### src/rtl/uart_receiver.sv
// UART receiver: 8N1 frames with mid-bit sampling, held byte output and one-cycle strobes.
// Define UART_RX_PARITY_EN for 8E1 frames with a parity_error strobe.
module uart_receiver #(
    parameter int unsigned CLKS_PER_BIT = 10416
) (
    input  logic       clk,
    input  logic       rst,
    input  logic       RxD,
    output logic [7:0] data,
    output logic       data_valid,
    output logic       framing_error,
    output logic       busy
`ifdef UART_RX_PARITY_EN
    ,
    output logic       parity_error
`endif
);

    localparam logic [2:0] S_IDLE   = 3'd0;
    localparam logic [2:0] S_START  = 3'd1;
    localparam logic [2:0] S_DATA   = 3'd2;
    localparam logic [2:0] S_STOP   = 3'd4;
    localparam logic [2:0] S_BREAK  = 3'd5;
`ifdef UART_RX_PARITY_EN
    localparam logic [2:0] S_PARITY = 3'd3;
`endif

    localparam logic [15:0] CNT_MAX = 16'(CLKS_PER_BIT - 1);
    localparam logic [15:0] CNT_MID = 16'(CLKS_PER_BIT / 2 - 1);

    logic        rx_meta_q;
    logic        rx_s_q;

    logic [2:0]  state_q, state_d;
    logic [15:0] cnt_q, cnt_d;
    logic [2:0]  bit_idx_q, bit_idx_d;
    logic [7:0]  shift_q, shift_d;
    logic [7:0]  data_q, data_d;
    logic        data_valid_q, data_valid_d;
    logic        framing_error_q, framing_error_d;
    logic        busy_q, busy_d;
`ifdef UART_RX_PARITY_EN
    logic        par_bad_q, par_bad_d;
    logic        parity_error_q, parity_error_d;
`endif

    logic cnt_end;
    logic cnt_mid;

    assign cnt_end = (cnt_q == CNT_MAX);
    assign cnt_mid = (cnt_q == CNT_MID);

    // Two-flop synchroniser; idles high so reset never looks like a start bit.
    always_ff @(posedge clk) begin
        if (rst) begin
            rx_meta_q <= 1'b1;
            rx_s_q    <= 1'b1;
        end else begin
            rx_meta_q <= RxD;
            rx_s_q    <= rx_meta_q;
        end
    end

    always_comb begin
        state_d         = state_q;
        cnt_d           = cnt_q + 16'd1;
        bit_idx_d       = bit_idx_q;
        shift_d         = shift_q;
        data_d          = data_q;
        data_valid_d    = 1'b0;
        framing_error_d = 1'b0;
`ifdef UART_RX_PARITY_EN
        par_bad_d       = par_bad_q;
        parity_error_d  = 1'b0;
`endif

        unique case (state_q)
            S_IDLE: begin
                cnt_d = 16'd0;
                if (!rx_s_q) begin
                    state_d = S_START;
                end
            end

            S_START: begin
                if (cnt_mid) begin
                    cnt_d = 16'd0;
                    if (!rx_s_q) begin
                        state_d   = S_DATA;
                        bit_idx_d = 3'd0;
                    end else begin
                        state_d = S_IDLE;
                    end
                end
            end

            S_DATA: begin
                if (cnt_end) begin
                    cnt_d     = 16'd0;
                    shift_d   = {rx_s_q, shift_q[7:1]};
                    bit_idx_d = bit_idx_q + 3'd1;
                    if (bit_idx_q == 3'd7) begin
`ifdef UART_RX_PARITY_EN
                        state_d = S_PARITY;
`else
                        state_d = S_STOP;
`endif
                    end
                end
            end

`ifdef UART_RX_PARITY_EN
            S_PARITY: begin
                if (cnt_end) begin
                    cnt_d     = 16'd0;
                    par_bad_d = rx_s_q ^ (^shift_q);
                    state_d   = S_STOP;
                end
            end
`endif

            // Leaving at mid stop bit re-arms half a bit early for back-to-back frames.
            S_STOP: begin
                if (cnt_end) begin
                    cnt_d = 16'd0;
                    if (rx_s_q) begin
                        state_d = S_IDLE;
`ifdef UART_RX_PARITY_EN
                        if (par_bad_q) begin
                            parity_error_d = 1'b1;
                        end else begin
                            data_d       = shift_q;
                            data_valid_d = 1'b1;
                        end
`else
                        data_d       = shift_q;
                        data_valid_d = 1'b1;
`endif
                    end else begin
                        framing_error_d = 1'b1;
                        state_d         = S_BREAK;
                    end
                end
            end

            S_BREAK: begin
                cnt_d = 16'd0;
                if (rx_s_q) begin
                    state_d = S_IDLE;
                end
            end

            default: begin
                cnt_d   = 16'd0;
                state_d = S_IDLE;
            end
        endcase

        busy_d = (state_d != S_IDLE);
    end

    always_ff @(posedge clk) begin
        if (rst) begin
            state_q         <= S_IDLE;
            cnt_q           <= 16'd0;
            bit_idx_q       <= 3'd0;
            shift_q         <= 8'h00;
            data_q          <= 8'h00;
            data_valid_q    <= 1'b0;
            framing_error_q <= 1'b0;
            busy_q          <= 1'b0;
        end else begin
            state_q         <= state_d;
            cnt_q           <= cnt_d;
            bit_idx_q       <= bit_idx_d;
            shift_q         <= shift_d;
            data_q          <= data_d;
            data_valid_q    <= data_valid_d;
            framing_error_q <= framing_error_d;
            busy_q          <= busy_d;
        end
    end

`ifdef UART_RX_PARITY_EN
    always_ff @(posedge clk) begin
        if (rst) begin
            par_bad_q      <= 1'b0;
            parity_error_q <= 1'b0;
        end else begin
            par_bad_q      <= par_bad_d;
            parity_error_q <= parity_error_d;
        end
    end

    assign parity_error = parity_error_q;
`endif

    assign data          = data_q;
    assign data_valid    = data_valid_q;
    assign framing_error = framing_error_q;
    assign busy          = busy_q;

endmodule
### config.mk
export PLATFORM = sky130hd
export DESIGN_NAME = uart_receiver
export DESIGN_NICKNAME = d
export VERILOG_FILES = /design/src/rtl/uart_receiver.sv
export SDC_FILE = /design/constraint.sdc
export NUM_CORES = 1
export LEC_CHECK = 0
export CELL_PAD_IN_SITES_DETAIL_PLACEMENT = 2
export CELL_PAD_IN_SITES_GLOBAL_PLACEMENT = 2
export CORE_MARGIN = 2
export CORE_UTILIZATION = 35
export DETAILED_ROUTE_END_ITERATION = 12
export GPL_ROUTABILITY_DRIVEN = 0
export GPL_TIMING_DRIVEN = 0
export PLACE_DENSITY_LB_ADDON = 0.1
export SETUP_SLACK_MARGIN = 0.05
export SLEW_MARGIN = 20
export SYNTH_ARGS = -nofsm -noshare
export SYNTH_HDL_FRONTEND = slang
export SYNTH_SLANG_ARGS = --single-unit
### constraint.sdc
create_clock -name clk -period 3.15 [get_ports clk]
set_input_delay 0.63 -clock clk [delete_from_list [all_inputs] [get_ports clk]]
set_output_delay 0.63 -clock clk [all_outputs]
set_load 0.05 [all_outputs]
==> impl_metrics.csv, run 1 <==
group,metric,value,unit
setup_path,critPathLaunchType,"flip-flop",
setup_path,slowest_stage,"or4b_1",
clocking,max-clock-path-buffers,2,
yosys,synth-compound-area-share,7.31,%
yosys,ys_async_sr_fraction,0,%
sta,hold_viol_final,0,
floorplanning,initial_utilization,36.9,%
floorplanning,io_pins,14,
final_layout,final_area,2120,sq um
detailed_routing,wire_per_inst,15.6,um
hold_path,hold_class,"flip-flop to flip-flop",
sta,worstMarginPinSlew,0.677,ns
sta,fmax,361,MHz
final_layout,fillers,562,
power,powerDensity,506,nW/um^2
sta,period_share,88.0,%
final_layout,n_antenna_cell,0,
yosys,synth_flop_cell,"dfxtp_1",
power,fin_total_pwr,1.08,mW
floorplanning,rows,25,
setup_path,crit_type,"flip-flop to flip-flop",
final_layout,finalNonFillerCells,285,
detailed_routing,ant_nets,0,
yosys,synthSimpleGateAreaFrac,27.4,%
yosys,ys_warn_count,0,
setup_path,critPathBufInv,2,
yosys,synth_seq_area_share,48.4,%
sta,tns,0,ns
sta,skew,0.00643,ns
power,clockPowerShare,46.8,%
setup_path,crit_chain,"buf_2 -> or4b_1 -> o41ai_1 -> o22ai_1 -> a21oi_1 -> buf_2 -> nor2_1",
power,p_sw,0.206,mW
power,ir_drop,0.173,mV
floorplanning,chipHeight,75.3,um
detailed_routing,drt_first_iter_violations,63,
clocking,clk_pin_slew_worst_paths,0.08,ns
final_layout,layout-drive-gt1-share,8.26,%
yosys,synth_xor_area_share,6.89,%
global_route,grt_usage,17.6,%
detailed_routing,routed_wl,4.44,mm
sta,max_slew_margin,54.9,%
power,p_seq_share,51.0,%
placement,dpl.cell_count,277,
yosys,synth_seq_cells,43,
power,p_comb_share,2.2,%
clocking,cts_tree,"built",
placement,portBuffers,12,
yosys,synthCells,198,
setup_path,critPathRequiredTime,3.33,ns
sta,maxSlewViolCount,0,
final_layout,fin_util,44.1,%
setup_path,cpMostUsedCell,"buf_2",
yosys,synth_area,1780,sq um
clocking,cts_root_buf,"clkbuf_8",
global_route,grt-ovfl-total,0,
setup_path,cp-end-kind,"flip-flop",
yosys,ys_types,38,
run_status,status,"finished, final reports clean",
clocking,hold_buffers,0,
placement,hpwl,3.22,mm
final_layout,area_growth,19.4,%
global_route,antenna_found_initial,0,
sta,min_period,2.77,ns
power,p_int,0.870,mW
placement,dpl_worst_slack,0.220,ns
detailed_routing,first_pass_iters,4,
floorplanning,core_area,4820,sq um
floorplanning,die_area,5670,sq um
sta,whs,0.424,ns
yosys,synthMuxAreaShare,4.50,%
floorplanning,die_x,75.3,um
yosys,synth_edf_count,0,
clocking,numCtsBuffers,5,
sta,setup_viol,0,
detailed_routing,drc,0,
setup_path,cp_data_arrival_time,2.95,ns
job,max_cap_violations,0,
setup_path,crit_family,"compound AO/OA/AOI/OAI gates",
global_route,grt_pass1_wl,7.49,mm
final_layout,final_nets,223,
clocking,insertion_delay,0.29,ns
yosys,synthAdderAreaFrac,2.11,%
yosys,synth_top_family_by_area,"simple AND/OR/NAND/NOR gates",
global_route,grt_max_degree,14,
clocking,cts_sinks,43,
global_route,grt_pass1_vias,1565,
placement,placed_area,1980,sq um
setup_path,worstPathMaxFanout,10,
detailed_routing,routed_via_density,5.13,
clocking,post-cts-setup-buffers,0,
power,switching_share,19.1,%
setup_path,crit_path_max_incr_delay,0.60,ns
yosys,avgSynthCellArea,8.99,sq um
clocking,htreeDepth,2,
yosys,syn_nets,204,
detailed_routing,detailroute.via_count,1461,
power,p_leak,0.801,nW
sta,rsz0062_at_grt,"false",
sta,fin_ws,0.379,ns
==> state kept, by name (all words and copies together) (netlist names) <==
signal and count:
data_valid 1, cnt_q 16, bit_idx_q 3, state_q 3, rx_meta_q 1, framing_error 1
shift_q 8, rx_s_q 1, data 8, busy 1
==> cells in the mapped netlist, drive strengths merged, types with 2 or more instances <==
cell | number | area, sq um
and2 | 5 | 31.3
mux2i | 8 | 80.1
nor2 | 28 | 105
or4 | 3 | 30.0
or2 | 3 | 18.8
a21oi | 14 | 70.1
nor4 | 2 | 18.8
nor3 | 3 | 15.0
dfxtp | 43 | 861
nand2 | 22 | 82.6
nand2b | 2 | 12.5
and4 | 2 | 17.5
nand3 | 13 | 65.1
xor2 | 9 | 78.8
inv | 5 | 18.8
clkbuf | 5 | 18.8
ha | 3 | 37.5
xnor2 | 5 | 43.8
buf | 4 | 22.5
and3 | 2 | 12.5
nand4 | 3 | 18.8
==> worst paths after layout <==
| check | from | slack (ns) | end | depth (start not counted) |
|---|---|---|---|---|
| max | cnt_q[4]$_SDFF_PP0_ | 0.38 | cnt_q[7]$_SDFF_PP0_ | 7 |
| min | rx_meta_q$_SDFF_PP1_ | 0.42 | rx_s_q$_SDFF_PP1_ | 1 |
| max reg2reg | cnt_q[4]$_SDFF_PP0_ | 0.38 | cnt_q[7]$_SDFF_PP0_ | 7 |
| min reg2reg | rx_meta_q$_SDFF_PP1_ | 0.42 | rx_s_q$_SDFF_PP1_ | 1 |
==> what timing repair did <==
action                     4_1_cts  5_1_grt
hold endpoints to repair         0        0
setup endpoints to repair        0        1
gates resized for setup          0        1
==> placed cells by master (no fill, tap or decap), types with 5 or more instances in the layout <==
cell type and count:
nand3_1 13, a21oi_1 14, clkdlybuf4s50_1 12, xnor2_1 5, inv_1 5, clkbuf_1 6, nor2_1 28, dfxtp_1 43
nand2_1 22, xor2_1 9, and2_1 5, mux2i_1 8, clkbuf_8 5
==> kinds of logic after synthesis <==
logic type,count (synthesis)
multiplexers,8
buffers and inverters,14
AO/OA/AOI/OAI,21
AND/OR/NAND/NOR,95
flip-flops,43
adder cells (fa/ha/maj),3
XOR/XNOR,14
==> worst reg2reg max path: stages (launching register included) <==
cell and delay [ns]:
dfxtp_1 0.30, buf_2 0.16, or4b_1 0.60, o41ai_1 0.49, o22ai_1 0.14, a21oi_1 0.53
buf_2 0.36, nor2_1 0.08
==> metal layers <==
layer	global-route usage [%]	share of wire [%]	vias to the layer above
li1	-	-	712
met1	20.7	45	729
met2	31.7	52	16
met3	3.17	1.9	4
met4	7.02	1.0	0
met5	0	0	-
==> area by class of cell <==
class                           count  area, sq um  area share, %
Multi-Input combinational cell    141          867           40.8
Sequential cell                    43          861           40.5
Timing Repair Buffer               12          120           5.65
Tap cell                           67         83.8           3.95
Clock buffer                        6         72.6           3.42
Clock inverter                      2         60.1           2.83
Buffer                              9         41.3           1.94
Inverter                            5         18.8          0.883
==> power by group through the flow <==
stage                     sequential (mW)  combinational (mW)  clock (mW)
after floorplan                     0.563              0.0127           0
after global placement              0.561              0.0221           0
after detailed placement            0.561              0.0235           0
after CTS                           0.549              0.0238       0.518
after global routing                0.549              0.0257       0.546
final                               0.548              0.0234       0.504
Note: power is estimated with default switching activity, not from simulation.
==> run 2: changes to the inputs <==
==> config.mk (replaced) <==
export PLATFORM = sky130hd
export DESIGN_NAME = uart_receiver
export DESIGN_NICKNAME = d
export VERILOG_FILES = /design/src/rtl/uart_receiver.sv
export SDC_FILE = /design/constraint.sdc
export NUM_CORES = 1
export LEC_CHECK = 0
export CORE_MARGIN = 2
export CORE_UTILIZATION = 51
export DETAILED_ROUTE_END_ITERATION = 12
export GPL_ROUTABILITY_DRIVEN = 0
export GPL_TIMING_DRIVEN = 0
export PLACE_DENSITY = 0.74
export SETUP_SLACK_MARGIN = 0.05
export SLEW_MARGIN = 20
export SYNTH_ARGS = -nofsm -noshare
export SYNTH_HDL_FRONTEND = slang
export SYNTH_SLANG_ARGS = --single-unit
==> constraint.sdc (replaced) <==
create_clock -name clk -period 2.3 [get_ports clk]
set_input_delay 0.46 -clock clk [delete_from_list [all_inputs] [get_ports clk]]
set_output_delay 0.46 -clock clk [all_outputs]
set_load 0.05 [all_outputs]
==> run 2 against run 1 <==
  * The flow now finishes with violations (negative setup slack)
  * Register-to-register slack worse by 0.42 ns
  * Maximum frequency is 19% higher
  * Die area is 30% lower
  * Critical endpoint is now state_q[1]$_SDFF_PP0_
  * Largest cell class unchanged
==> impl_metrics.csv, run 2 (same netlist as run 1, synthesis figures left out) <==
group,metric,value,unit
final_layout,multi_input_area,897,sq um
detailed_routing,ant_nets,0,
global_route,grt-ovfl-total,0,
power,p_int,0.884,mW
final_layout,largest_register_ff_count,16,
setup_path,reg2reg_from,"cnt_q[15]$_SDFF_PP0_",
sta,rsz0062_at_grt,"true",
setup_path,cp-end-kind,"flip-flop",
power,fin_total_pwr,1.17,mW
setup_path,critPathRequiredTime,2.61,ns
final_layout,seq_area,870,sq um
detailed_routing,routed_wl,3.45,mm
detailed_routing,detailroute.via_count,1452,
floorplanning,initial_utilization,53.3,%
sta,skew,0.0147,ns
run_status,violations,"negative setup slack",
job,max_cap_violations,0,
clocking,cts_sinks,43,
power,p_comb_share,2.9,%
placement,hpwl,2.38,mm
setup_path,crit_type,"flip-flop to flip-flop",
run_status,status,"finished, violations left",
sta,hold_viol_final,0,
global_route,antenna_found_initial,0,
clocking,numCtsBuffers,5,
global_route,grt_max_degree,16,
power,p_seq_share,64.4,%
final_layout,area_growth,20.7,%
detailed_routing,routed_via_density,5.32,
setup_path,worstPathMaxFanout,4,
sta,fmax,428,MHz
clocking,cts_tree,"built",
final_layout,n_antenna_cell,0,
hold_path,worstHoldStart,"rx_meta_q$_SDFF_PP1_",
global_route,grt_usage,18.9,%
power,p_sw,0.284,mW
sta,min_period,2.34,ns
clocking,max-clock-path-buffers,2,
final_layout,final_nets,232,
sta,fin_ws,-0.0363,ns
sta,max_slew_margin,64.0,%
floorplanning,chipHeight,63.1,um
detailed_routing,drt_first_iter_violations,129,
floorplanning,rows,21,
global_route,grt_pass1_wl,6.06,mm
power,clockPowerShare,32.7,%
power,ir_drop,0.327,mV
final_layout,final_cell_mix,"dfxtp_1, nor2_1, nand2_1",
global_route,grt_pass1_vias,1434,
power,p_leak,0.834,nW
setup_path,cp-startpoint,"cnt_q[15]$_SDFF_PP0_",
floorplanning,die_x,63.1,um
placement,dpl.cell_count,256,
power,switching_share,24.3,%
final_layout,top_register,"cnt_q",
sta,setup_viol,2,
clocking,hold_buffers,0,
detailed_routing,drc,0,
floorplanning,core_area,3340,sq um
sta,worstMarginPinSlew,0.526,ns
placement,portBuffers,12,
sta,maxSlewViolCount,0,
setup_path,critPathLaunchType,"flip-flop",
floorplanning,io_pins,14,
floorplanning,die_area,3980,sq um
clocking,cts_root_buf,"clkbuf_4",
hold_path,hold_class,"flip-flop to flip-flop",
sta,period_share,102,%
clocking,htreeDepth,2,
final_layout,final_common_cell,"dfxtp_1",
power,powerDensity,544,nW/um^2
clocking,insertion_delay,0.36,ns
final_layout,fillers,298,
clocking,clk_pin_slew_worst_paths,0.13,ns
setup_path,cp_data_arrival_time,2.64,ns
detailed_routing,first_pass_iters,4,
final_layout,finalNonFillerCells,273,
final_layout,layout-drive-gt1-share,18.1,%
detailed_routing,wire_per_inst,12.6,um
run 2: cell types whose count changed in the layout (fill, tap and decap cells not counted), sizes merged:
cell | previous run | this run
buf | 4 | 15
clkbuf | 11 | 8
bufinv | 2 | 0
clkinv | 0 | 2
clkinvlp | 0 | 1
run 2: worst paths after layout:
kind	end	slack (ns)	depth (start not counted)
setup / recovery	state_q[1]$_SDFF_PP0_	-0.04	5
hold / removal	rx_s_q$_SDFF_PP1_	0.42	1
setup reg to reg	state_q[1]$_SDFF_PP0_	-0.04	5
hold reg to reg	rx_s_q$_SDFF_PP1_	0.42	1
run 2: power groups by stage:
stage / clock [mW] / sequential [mW] / combinational, mW
2_1_floorplan: 0 / 0.771 / 0.0175
3_3_place_gp: 0 / 0.769 / 0.0284
3_5_place_dp: 0 / 0.769 / 0.0293
4_1_cts: 0.385 / 0.752 / 0.0321
5_1_grt: 0.426 / 0.754 / 0.0382
6_report: 0.382 / 0.752 / 0.0344
run 2: cell type report:
cell class | instances | share of cell area, %
Sequential cell | 43 | 40.5
Clock buffer | 5 | 1.75
Clock inverter | 3 | 1.17
Tap cell | 46 | 2.68
Buffer | 9 | 2.33
Inverter | 5 | 0.874
Timing Repair Buffer | 21 | 8.92
Multi-Input combinational cell | 141 | 41.8
run 2: repair_timing:
item / 4_1_cts / 5_1_grt
setup buffers: 6 / 3
resized for setup: 4 / 12
endpoints found under the setup margin: 38 / 38
pin swaps: 6 / 1
run 2: through the flow:
step | cell area, sq um | util (%) | hold WS, ns | setup TNS, ns | setup WS [ns]
2_1_floorplan | 1800 | - | 0.389 | 0 | 0.0307
3_3_place_gp | 1980 | 59.3 | 0.399 | -5.73 | -0.381
3_5_place_dp | 1980 | 59.3 | 0.399 | -8.04 | -0.452
4_1_cts | 2100 | 63.0 | 0.428 | -0.0355 | -0.0222
5_1_grt | 2150 | 64.3 | 0.462 | -0.134 | -0.0730
6_report | 2150 | 64.3 | 0.425 | -0.0619 | -0.0363
run 2: worst max-delay path, stage by stage (launching register included):
cell	delay, ns
dfxtp_2	0.35
or4_4	0.56
or4_4	0.54
or4_4	0.52
a21bo_1	0.21
and2_1	0.12
run 2: per-layer routing:
layer  GRT usage [%]  vias up  part of all wire (%)
met5               0        -                     0
met1            21.8      683                    46
met2            34.0       24                    49
met4            5.83        0                   1.4
met3            4.82        7                   3.1
li1                -      738                     -
